File: src/rtl/rnd_sig_responder.sv
// ---------------------------------------------------------------------------
// rnd_sig_responder
//
// Purpose:
//   Consumer end of the random-signal generator. A 2-bit quadrant code is
//   accepted with a one-cycle strobe. The matching one of four LEDs is lit,
//   and the block then waits for the player to press the matching
//   push-button. A correct, wrong or missing (timed-out) response is scored
//   into saturating hit/miss counters.
//
// Ports:
//   clk        in   1        system clock
//   reset      in   1        asynchronous, active-high reset
//   sig_valid  in   1        one-cycle strobe, sig valid this cycle
//   sig        in   2        quadrant code 0..3 (target button / LED)
//   btn        in   4        raw push-buttons, active-high, async to clk
//   led        out  4        one-hot target indicator, zero when not armed
//   busy       out  1        high while a round is in progress
//   hit        out  1        one-cycle pulse on a correct response
//   miss       out  1        one-cycle pulse on a wrong press or timeout
//   hits       out  SCORE_W  saturating hit count
//   misses     out  SCORE_W  saturating miss count
// ---------------------------------------------------------------------------
module rnd_sig_responder #(
  parameter int unsigned TIMEOUT_CYCLES = 50_000_000,
  parameter int unsigned SCORE_W        = 8
) (
  input  logic               clk,
  input  logic               reset,
  input  logic               sig_valid,
  input  logic [1:0]         sig,
  input  logic [3:0]         btn,
  output logic [3:0]         led,
  output logic               busy,
  output logic               hit,
  output logic               miss,
  output logic [SCORE_W-1:0] hits,
  output logic [SCORE_W-1:0] misses
);

  // Timer only ever has to reach TIMEOUT_CYCLES-1.
  localparam int unsigned TW = (TIMEOUT_CYCLES > 2) ? $clog2(TIMEOUT_CYCLES) : 1;

  localparam logic [TW-1:0]      TIMER_LAST = TW'(TIMEOUT_CYCLES - 1);
  localparam logic [TW-1:0]      TIMER_ONE  = TW'(1'b1);
  localparam logic [SCORE_W-1:0] SCORE_MAX  = {SCORE_W{1'b1}};
  localparam logic [SCORE_W-1:0] SCORE_ONE  = SCORE_W'(1'b1);

  localparam logic [0:0] S_IDLE  = 1'b0;
  localparam logic [0:0] S_ARMED = 1'b1;

  // Saturating increment shared by both score counters.
  function automatic logic [SCORE_W-1:0] sat_inc(input logic [SCORE_W-1:0] v);
    logic [SCORE_W-1:0] r;
    if (v == SCORE_MAX) begin
      r = v;
    end else begin
      r = v + SCORE_ONE;
    end
    return r;
  endfunction

  // Button synchronizer and edge-detect flops.
  logic [3:0]         btn_s1_q;
  logic [3:0]         btn_s2_q;
  logic [3:0]         btn_dly_q;
  logic [3:0]         press;

  // FSM and datapath state.
  logic [0:0]         state_q,  state_d;
  logic [1:0]         target_q, target_d;
  logic [TW-1:0]      timer_q,  timer_d;
  logic [3:0]         led_q,    led_d;
  logic               busy_q,   busy_d;
  logic               hit_q,    hit_d;
  logic               miss_q,   miss_d;
  logic [SCORE_W-1:0] hits_q,   hits_d;
  logic [SCORE_W-1:0] misses_q, misses_d;
  logic [3:0]         target_onehot;

  // Two-flop synchronizer plus a delay flop for rising-edge detection.
  always_ff @(posedge clk or posedge reset) begin
    if (reset) begin
      btn_s1_q  <= 4'b0000;
      btn_s2_q  <= 4'b0000;
      btn_dly_q <= 4'b0000;
    end else begin
      btn_s1_q  <= btn;
      btn_s2_q  <= btn_s1_q;
      btn_dly_q <= btn_s2_q;
    end
  end

  // A held button yields a single press on its rising edge only.
  assign press = btn_s2_q & ~btn_dly_q;

  assign target_onehot = 4'b0001 << target_q;

  // Round control: arm on strobe, then score a press or a timeout.
  always_comb begin
    state_d  = state_q;
    target_d = target_q;
    timer_d  = timer_q;
    led_d    = led_q;
    busy_d   = busy_q;
    hit_d    = 1'b0;
    miss_d   = 1'b0;
    hits_d   = hits_q;
    misses_d = misses_q;
    case (state_q)
      S_IDLE: begin
        // Presses in IDLE are deliberately not looked at.
        if (sig_valid) begin
          target_d = sig;
          led_d    = 4'b0001 << sig;
          timer_d  = {TW{1'b0}};
          busy_d   = 1'b1;
          state_d  = S_ARMED;
        end else begin
          state_d  = S_IDLE;
        end
      end
      S_ARMED: begin
        // A press outranks the timeout when both fall on the same cycle;
        // sig_valid is ignored for the whole round.
        if (press != 4'b0000) begin
          if (press == target_onehot) begin
            hit_d  = 1'b1;
            hits_d = sat_inc(hits_q);
          end else begin
            miss_d   = 1'b1;
            misses_d = sat_inc(misses_q);
          end
          led_d   = 4'b0000;
          busy_d  = 1'b0;
          state_d = S_IDLE;
        end else if (timer_q == TIMER_LAST) begin
          miss_d   = 1'b1;
          misses_d = sat_inc(misses_q);
          led_d    = 4'b0000;
          busy_d   = 1'b0;
          state_d  = S_IDLE;
        end else begin
          timer_d  = timer_q + TIMER_ONE;
        end
      end
      default: begin
        state_d = S_IDLE;
        led_d   = 4'b0000;
        busy_d  = 1'b0;
      end
    endcase
  end

  // State, outputs and counters; everything clears on reset.
  always_ff @(posedge clk or posedge reset) begin
    if (reset) begin
      state_q  <= S_IDLE;
      target_q <= 2'b00;
      timer_q  <= {TW{1'b0}};
      led_q    <= 4'b0000;
      busy_q   <= 1'b0;
      hit_q    <= 1'b0;
      miss_q   <= 1'b0;
      hits_q   <= {SCORE_W{1'b0}};
      misses_q <= {SCORE_W{1'b0}};
    end else begin
      state_q  <= state_d;
      target_q <= target_d;
      timer_q  <= timer_d;
      led_q    <= led_d;
      busy_q   <= busy_d;
      hit_q    <= hit_d;
      miss_q   <= miss_d;
      hits_q   <= hits_d;
      misses_q <= misses_d;
    end
  end

  assign led    = led_q;
  assign busy   = busy_q;
  assign hit    = hit_q;
  assign miss   = miss_q;
  assign hits   = hits_q;
  assign misses = misses_q;

endmodule

File: config.mk
export PLATFORM = sky130hd
export DESIGN_NAME = rnd_sig_responder
export DESIGN_NICKNAME = d
export VERILOG_FILES = /design/src/rtl/rnd_sig_responder.sv
export SDC_FILE = /design/constraint.sdc
export NUM_CORES = 1
export LEC_CHECK = 0
export CORE_MARGIN = 5
export CORE_UTILIZATION = 51
export DETAILED_ROUTE_END_ITERATION = 8
export HOLD_SLACK_MARGIN = 0.08
export PLACE_DENSITY = 0.74
export REMOVE_ABC_BUFFERS = 1
export SLEW_MARGIN = 10
export SYNTH_ARGS = -nofsm -noshare
export SYNTH_HDL_FRONTEND = slang
export SYNTH_SLANG_ARGS = --single-unit
File: constraint.sdc
create_clock -name clk -period 2.1 [get_ports clk]
set_input_delay 0.63 -clock clk [delete_from_list [all_inputs] [get_ports clk]]
set_output_delay 0.63 -clock clk [all_outputs]
set_load 0.05 [all_outputs]
==> impl_metrics.ini, run 1 <==
[die]
fp.dieH_um = 88.52
row_count = 28
start_util = 0.5279
die_w_um = 88.52
die_area_sq_um = 7836
core-area_sq_um = 5956
boundaryPins = 32

[critical_path]
worst_ep_arrival_time_ps = 2420
slowest_delay_ps = 530
worstRegToRegCells = 7
r2r_start = timer_q[16]$_DFFE_PP0P_
cp_max_fo = 6
crit_buf_inv = 1
crit_path_end_kind = flop
crit_slowest_cell = or4b_4
worst-path-stages = 7
crit_chain = or4b_4, nor4_4, nand4_4, a21boi_2, buf_6, o21ba_1, mux2i_1
worstPathRequired_ps = 2380
start_kind = flop
crit_type = flop to flop
crit_start = timer_q[16]$_DFFE_PP0P_
crit_family = simple AND/OR/NAND/NOR gates

[clocking]
cts_root_buffer = clkbuf_8
cts_made_buffers = 9
postCtsHoldBufs = 0
clk_path_buf_depth = 2
path_clk_slew_ps = 90
clk_latency_ps = 350
clock_sinks = 64
cts_tree = built
cts_max_level = 3

[finish]
n_antenna_cell = 0
fin_nets = 401
finalCoreUtilization = 0.7006
nFillCells = 446
stdcell_count = 469
area_growth_pct = 32.71
drive_gt1_frac = 0.2995

[sta]
rsz0062_at_grt = true
skew_ps = 12.14
maxSlewHeadroom = 0.6755
layout_min_cycle_time_ps = 2141
holdWs_ps = 353.8
period_share = 1.019
clock.fmax_mhz = 467.1
tns_ps = -54.99
finalSetupViolCount = 2
setup_slack_ps = -40.87
tightestPinTransition_ps = 488.7
hold_viol_final = 0
slew_viol_final = 0

[grt]
grt_first_pass_wirelength_um = 12480
overflow = 0
use_met3 = 0.04283
grt_usage = 0.2067
grt_util_met1 = 0.2744
use_met2 = 0.3297
antenna_found_initial = 0
grt_start_max_net_pins = 22
grt_pass1_vias = 2603
grt.busiest_layer = met2

[power_and_ir_drop]
power_switching_mw = 1.430
swShare = 0.3519
power_mw = 4.064
power.share.combinational = 0.283
ir_worst_vdd_v = 0.0008610
p_per_area_nw_per_um2 = 974.0
p_leak_nw = 1.923
p_seq_frac = 0.388
p_int_mw = 2.634
clockPowerShare = 0.329

[route]
vias = 2744
wl_um = 7834
dr.pass1.iters = 5
drt_iter0_drc = 155
antenna_left = 0
drcViolationCount = 0
routedWlPerCell_um = 16.70
vias_per_cell = 5.851

[synthesis]
synth-seq-cells = 64
synth_top_family_by_area = simple AND/OR/NAND/NOR gates
synth.mux.area_fraction = 0.02865
synthAdderAreaFrac = 0.01194
synthCells = 309
syn-cell-area_sq_um = 3144
yosys_warnings = 0
avgSynthCellArea_sq_um = 10.18
postSynth.asyncResetShare = 1.000
synth_xor_area_frac = 0.03900
synth_compound_area_frac = 0.1353
seq_area_frac_synth = 0.5094
synth-edff-count = 0
synth_cell_types = 59
synthSimpleGateAreaFrac = 0.2459
yosys_most_used_dff = dfrtp_1

[placed_design]
gp_congestion = 0.9217
place_inst = 446
port_buffers = 31
dp.final_hpwl_um = 5345

[job]
cap_violations = 0

[status]
violations = negative setup slack
status = finished, violations left

[worst_hold_path]
hold_depth = 0
hold_class = flop to flop
min_from = btn_s1_q[1]$_DFF_PP0_
-- synth_stat cells, types with 2 or more instances --
| master | number | area [sq um] |
|---|---|---|
| a21o_1 | 5 | 37.54 |
| a21oi_1 | 10 | 50.05 |
| a31oi_1 | 11 | 68.82 |
| a41o_1 | 2 | 20.02 |
| and2_1 | 4 | 25.02 |
| and3_1 | 8 | 50.05 |
| and4_1 | 4 | 35.03 |
| buf_4 | 2 | 15.01 |
| buf_6 | 2 | 22.52 |
| clkbuf_1 | 4 | 15.01 |
| dfrtp_1 | 64 | 1602 |
| ha_1 | 3 | 37.54 |
| inv_1 | 11 | 41.29 |
| mux2_2 | 4 | 45.04 |
| mux2i_1 | 3 | 30.03 |
| nand2_1 | 26 | 97.59 |
| nand2_2 | 3 | 18.77 |
| nand2b_1 | 4 | 25.02 |
| nand3_1 | 20 | 100.1 |
| nand4_1 | 10 | 62.56 |
| nor2_1 | 26 | 97.59 |
| nor2b_1 | 3 | 18.77 |
| nor3_1 | 8 | 40.04 |
| nor3b_1 | 2 | 15.01 |
| nor4_1 | 3 | 18.77 |
| nor4b_1 | 2 | 17.52 |
| o21ai_0 | 8 | 40.04 |
| o21ai_1 | 10 | 50.05 |
| o22a_1 | 2 | 17.52 |
| o31ai_1 | 4 | 30.03 |
| xnor2_1 | 8 | 70.07 |
| xor2_1 | 6 | 52.55 |
-- flip-flops by register name (all words and copies together) (netlist names) --
name and flops:
btn_dly_q 4, btn_s1_q 4, btn_s2_q 4, busy 1, hit 1, hits 8, led 4, miss 1
misses 8, state_q 1, target_q 2, timer_q 26
-- final cells by class --
type,count,area [sq um],area share
sequential,64,1602,0.3838
multi-input combinational,226,1543,0.3697
timing repair buffer,77,644.4,0.1544
clock inverter,7,125.1,0.02999
clock buffer,9,123.9,0.02969
tap,75,93.84,0.02249
inverter,11,41.29,0.009895
-- power groups by stage --
stage | combinational (mW) | clock, mW | sequential, mW
after global routing | 1.23 | 1.41 | 1.60
after detailed placement | 1.10 | 0 | 1.59
after floorplan | 0.366 | 0 | 1.91
final | 1.15 | 1.34 | 1.58
after global placement | 1.08 | 0 | 1.58
after CTS | 1.10 | 1.35 | 1.57
-- worst paths after layout --
check | to | slack, ps
worst max-delay path | timer_q[16]$_DFFE_PP0P_ | -40
max in group asynchronous | timer_q[25]$_DFFE_PP0P_ | 1090
min in group asynchronous | timer_q[3]$_DFFE_PP0P_ | 550
worst min register to register | btn_s2_q[1]$_DFF_PP0_ | 350
worst min-delay path | btn_s2_q[1]$_DFF_PP0_ | 350
worst max register to register | timer_q[16]$_DFFE_PP0P_ | -40
-- metal layers --
layer | vias up | wire [um]
li1 | 1285 | -
met1 | 1326 | 3366
met2 | 116 | 3848
met3 | 17 | 476
met4 | 0 | 142
met5 | - | 0
-- repair_timing --
| item | CTS | global route |
|---|---|---|
| setup endpoints to repair | 18 | 41 |
| gates resized for setup | 4 | 27 |
| setup buffers | 0 | 6 |
| pin swaps | 1 | 5 |
| gates cloned | 0 | 1 |
-- cells by family (layout without fill, tap and decap cells) --
group | count (synthesis) | after routing
flops | 64 | 64
mux | 8 | 8
buf+inv | 19 | 104
fa+ha+maj | 3 | 3
compound gates | 64 | 64
xor+xnor | 14 | 14
simple gates | 137 | 137
-- stage by stage --
step                      instance area (sq um)  setup WS [ps]
after floorplan                            3092         -128.1
after global placement                     3761          3.575
after detailed placement                   3761         -46.88
after CTS                                  4018         -39.30
after global routing                       4173         -96.38
final                                      4173         -40.87
-- cell usage in the layout (no fill, tap or decap), types with 3 or more instances in the layout --
cell             count
dfrtp_1             64
buf_4               60
nand2_1             26
nor2_1              26
nand3_1             18
inv_1               10
nand4_1             10
o21ai_1             10
a31oi_1             10
a21oi_1              9
clkbuf_8             9
nor3_1               8
and3_1               8
xnor2_1              8
clkdlybuf4s50_1      8
o21ai_0              7
xor2_1               6
a21o_1               5
buf_6                5
nand2b_1             4
o31ai_1              4
mux2_2               4
mux2i_1              3
nand3_2              3
and2_1               3
and4_1               3
ha_1                 3
bufinv_16            3
inv_6                3
(Power assumes the default switching activity.)
==> run 2, diff against run 1 <==
Settings changed: CTS_CLUSTER_SIZE set to 24.
==> results of run 2 <==
Final layout, timing and power as in run 1 (identical DEF).
==> run 3, diff against run 2 <==
Settings changed: TNS_END_PERCENT set to 10.
==> run 3 against run 2 <==
- the flow still finishes with violations (negative setup slack)
- final area down 1.7%
- non-clock buffer count decreased by 2
- worst setup slack worse by 28 ps
- combinational power about the same
- power down 0.64%
- sequential share of layout area grew 0.67 points
- wire length shrank 2.4%
- cell count down 0.43%
- clock-buffer cell count unchanged
- sequential cell count is the same
- utilization decreased by 1.2 points
- fmax down 1.3%
- critical endpoint is now led[1]$_DFFE_PP0P_
- largest cell class unchanged
==> impl_metrics.ini, run 3 (synthesis gave the netlist of run 1 again) <==
[finish]
multi_input_area_sq_um = 1504
area_growth_pct = 30.44
ff_latch_area_sq_um = 1602
finalCoreUtilization = 0.6887
final_common_cell = dfrtp_1
largest_reg_flops = 26
layout_common_cells = 64 x dfrtp_1, 61 x buf_4, 26 x nand2_1, 26 x nor2_1, 20 x nand3_1
nFillCells = 463
drive_gt1_frac = 0.2832
n_antenna_cell = 0
top_register = timer_q
stdcell_count = 467
fin_nets = 399
final_area_sq_um = 4101

[grt]
grt_pass1_vias = 2603
antenna_found_initial = 0
grt_first_pass_wirelength_um = 12480
overflow = 0
grt_usage = 0.2067
grt_start_max_net_pins = 22

[status]
status = finished, violations left
violations = negative setup slack

[sta]
clock.fmax_mhz = 461.0
skew_ps = 4.359
slew_viol_final = 0
tightestPinTransition_ps = 485.2
rsz0062_at_grt = true
hold_viol_final = 0
layout_min_cycle_time_ps = 2169
finalSetupViolCount = 5
maxSlewHeadroom = 0.6736
setup_slack_ps = -69.32
period_share = 1.033

[power_and_ir_drop]
ir_worst_vdd_v = 0.0008590
p_per_area_nw_per_um2 = 984.6
p_leak_nw = 1.903
power_mw = 4.038

[critical_path]
worst_ep_arrival_time_ps = 2410
crit_slowest_cell = or4b_4
cp_max_fo = 10
crit_path_end_kind = flop
slowest_delay_ps = 540
crit_type = flop to flop
start_kind = flop
crit_chain = or4b_4, nor4_4, nand4_4, nand2_2, o21ai_1, a22o_1
worstPathRequired_ps = 2340

[route]
routedWlPerCell_um = 16.37
drt_iter0_drc = 182
dr.pass1.iters = 4
vias_per_cell = 5.730
vias = 2676
drcViolationCount = 0
antenna_left = 0
wl_um = 7644

[clocking]
cts_root_buffer = clkbuf_8
clock_sinks = 64
cts_max_level = 3
cts_tree = built
cts_made_buffers = 9
clk_path_buf_depth = 2
postCtsHoldBufs = 0
clk_latency_ps = 350
path_clk_slew_ps = 80

[placed_design]
port_buffers = 31
dp.final_hpwl_um = 5345
place_area_sq_um = 3761
gp_congestion = 0.9217
dpl_worst_slack_ps = -46.88
place_inst = 446

[worst_hold_path]
hold_class = flop to flop

[die]
row_count = 28
core-area_sq_um = 5956
boundaryPins = 32
fp.dieH_um = 88.52
die_w_um = 88.52
die_area_sq_um = 7836
start_util = 0.5279

[job]
cap_violations = 0
## run 3: worst paths after layout
| kind | startpoint | end | slack, ps | cells past startpoint |
|---|---|---|---|---|
| setup / recovery | timer_q[7]$_DFFE_PP0P_ | led[1]$_DFFE_PP0P_ | -70 | 6 |
| hold / removal | btn_s1_q[3]$_DFF_PP0_ | btn_s2_q[3]$_DFF_PP0_ | 350 | 0 |
| setup reg to reg | timer_q[7]$_DFFE_PP0P_ | led[1]$_DFFE_PP0P_ | -70 | 6 |
| hold reg to reg | btn_s1_q[3]$_DFF_PP0_ | btn_s2_q[3]$_DFF_PP0_ | 350 | 0 |
| max in group asynchronous | reset | timer_q[25]$_DFFE_PP0P_ | 1090 | 3 |
| min in group asynchronous | reset | btn_s1_q[0]$_DFF_PP0_ | 560 | 2 |
## run 3: per-stage QoR
| step | TNS (ps) | hold WS (ps) |
|---|---|---|
| 3_3_place_gp | 0 | 332.2 |
| 4_1_cts | -234.3 | 355.0 |
| 5_1_grt | -1595 | 361.9 |
| 6_report | -295.7 | 353.1 |
| 2_1_floorplan | -8377 | 331.2 |
| 3_5_place_dp | -317.9 | 334.7 |
## run 3: worst max-delay path, delay by kind of cell (launching register included)
family | cells | cell delay [ps]
AO/OA/AOI/OAI | 2 | 390
flip-flops | 1 | 380
AND/OR/NAND/NOR | 4 | 1290
## run 3: area by class of cell
type / count / share of cell area
tap: 75 / 0.02288
clock inverter: 7 / 0.03051
multi-input combinational: 226 / 0.3667
inverter: 11 / 0.01007
clock buffer: 9 / 0.03020
timing repair buffer: 75 / 0.1492
sequential: 64 / 0.3905
## run 3: layer usage
metal	wire [um]	GRT usage	vias to the layer above	part of all wire
met4	170	0.08791	0	0.022
met5	0	0	-	0
met2	3656	0.3297	82	0.48
li1	-	-	1276	-
met3	420	0.04283	16	0.055
met1	3397	0.2744	1302	0.44
## run 3: power by group
group	switching [mW]	total, mW	internal, mW
Clock	0.534	1.34	0.803
Sequential	0.183	1.57	1.39
Combinational	0.698	1.13	0.429
## run 3: timing repair
| item | CTS | global route |
|---|---|---|
| gates resized for setup | 4 | 14 |
| pin swaps | 1 | 3 |
| gates cloned | 0 | 1 |
| endpoints found under the setup margin | 18 | 41 |
| buffers inserted | 0 | 4 |
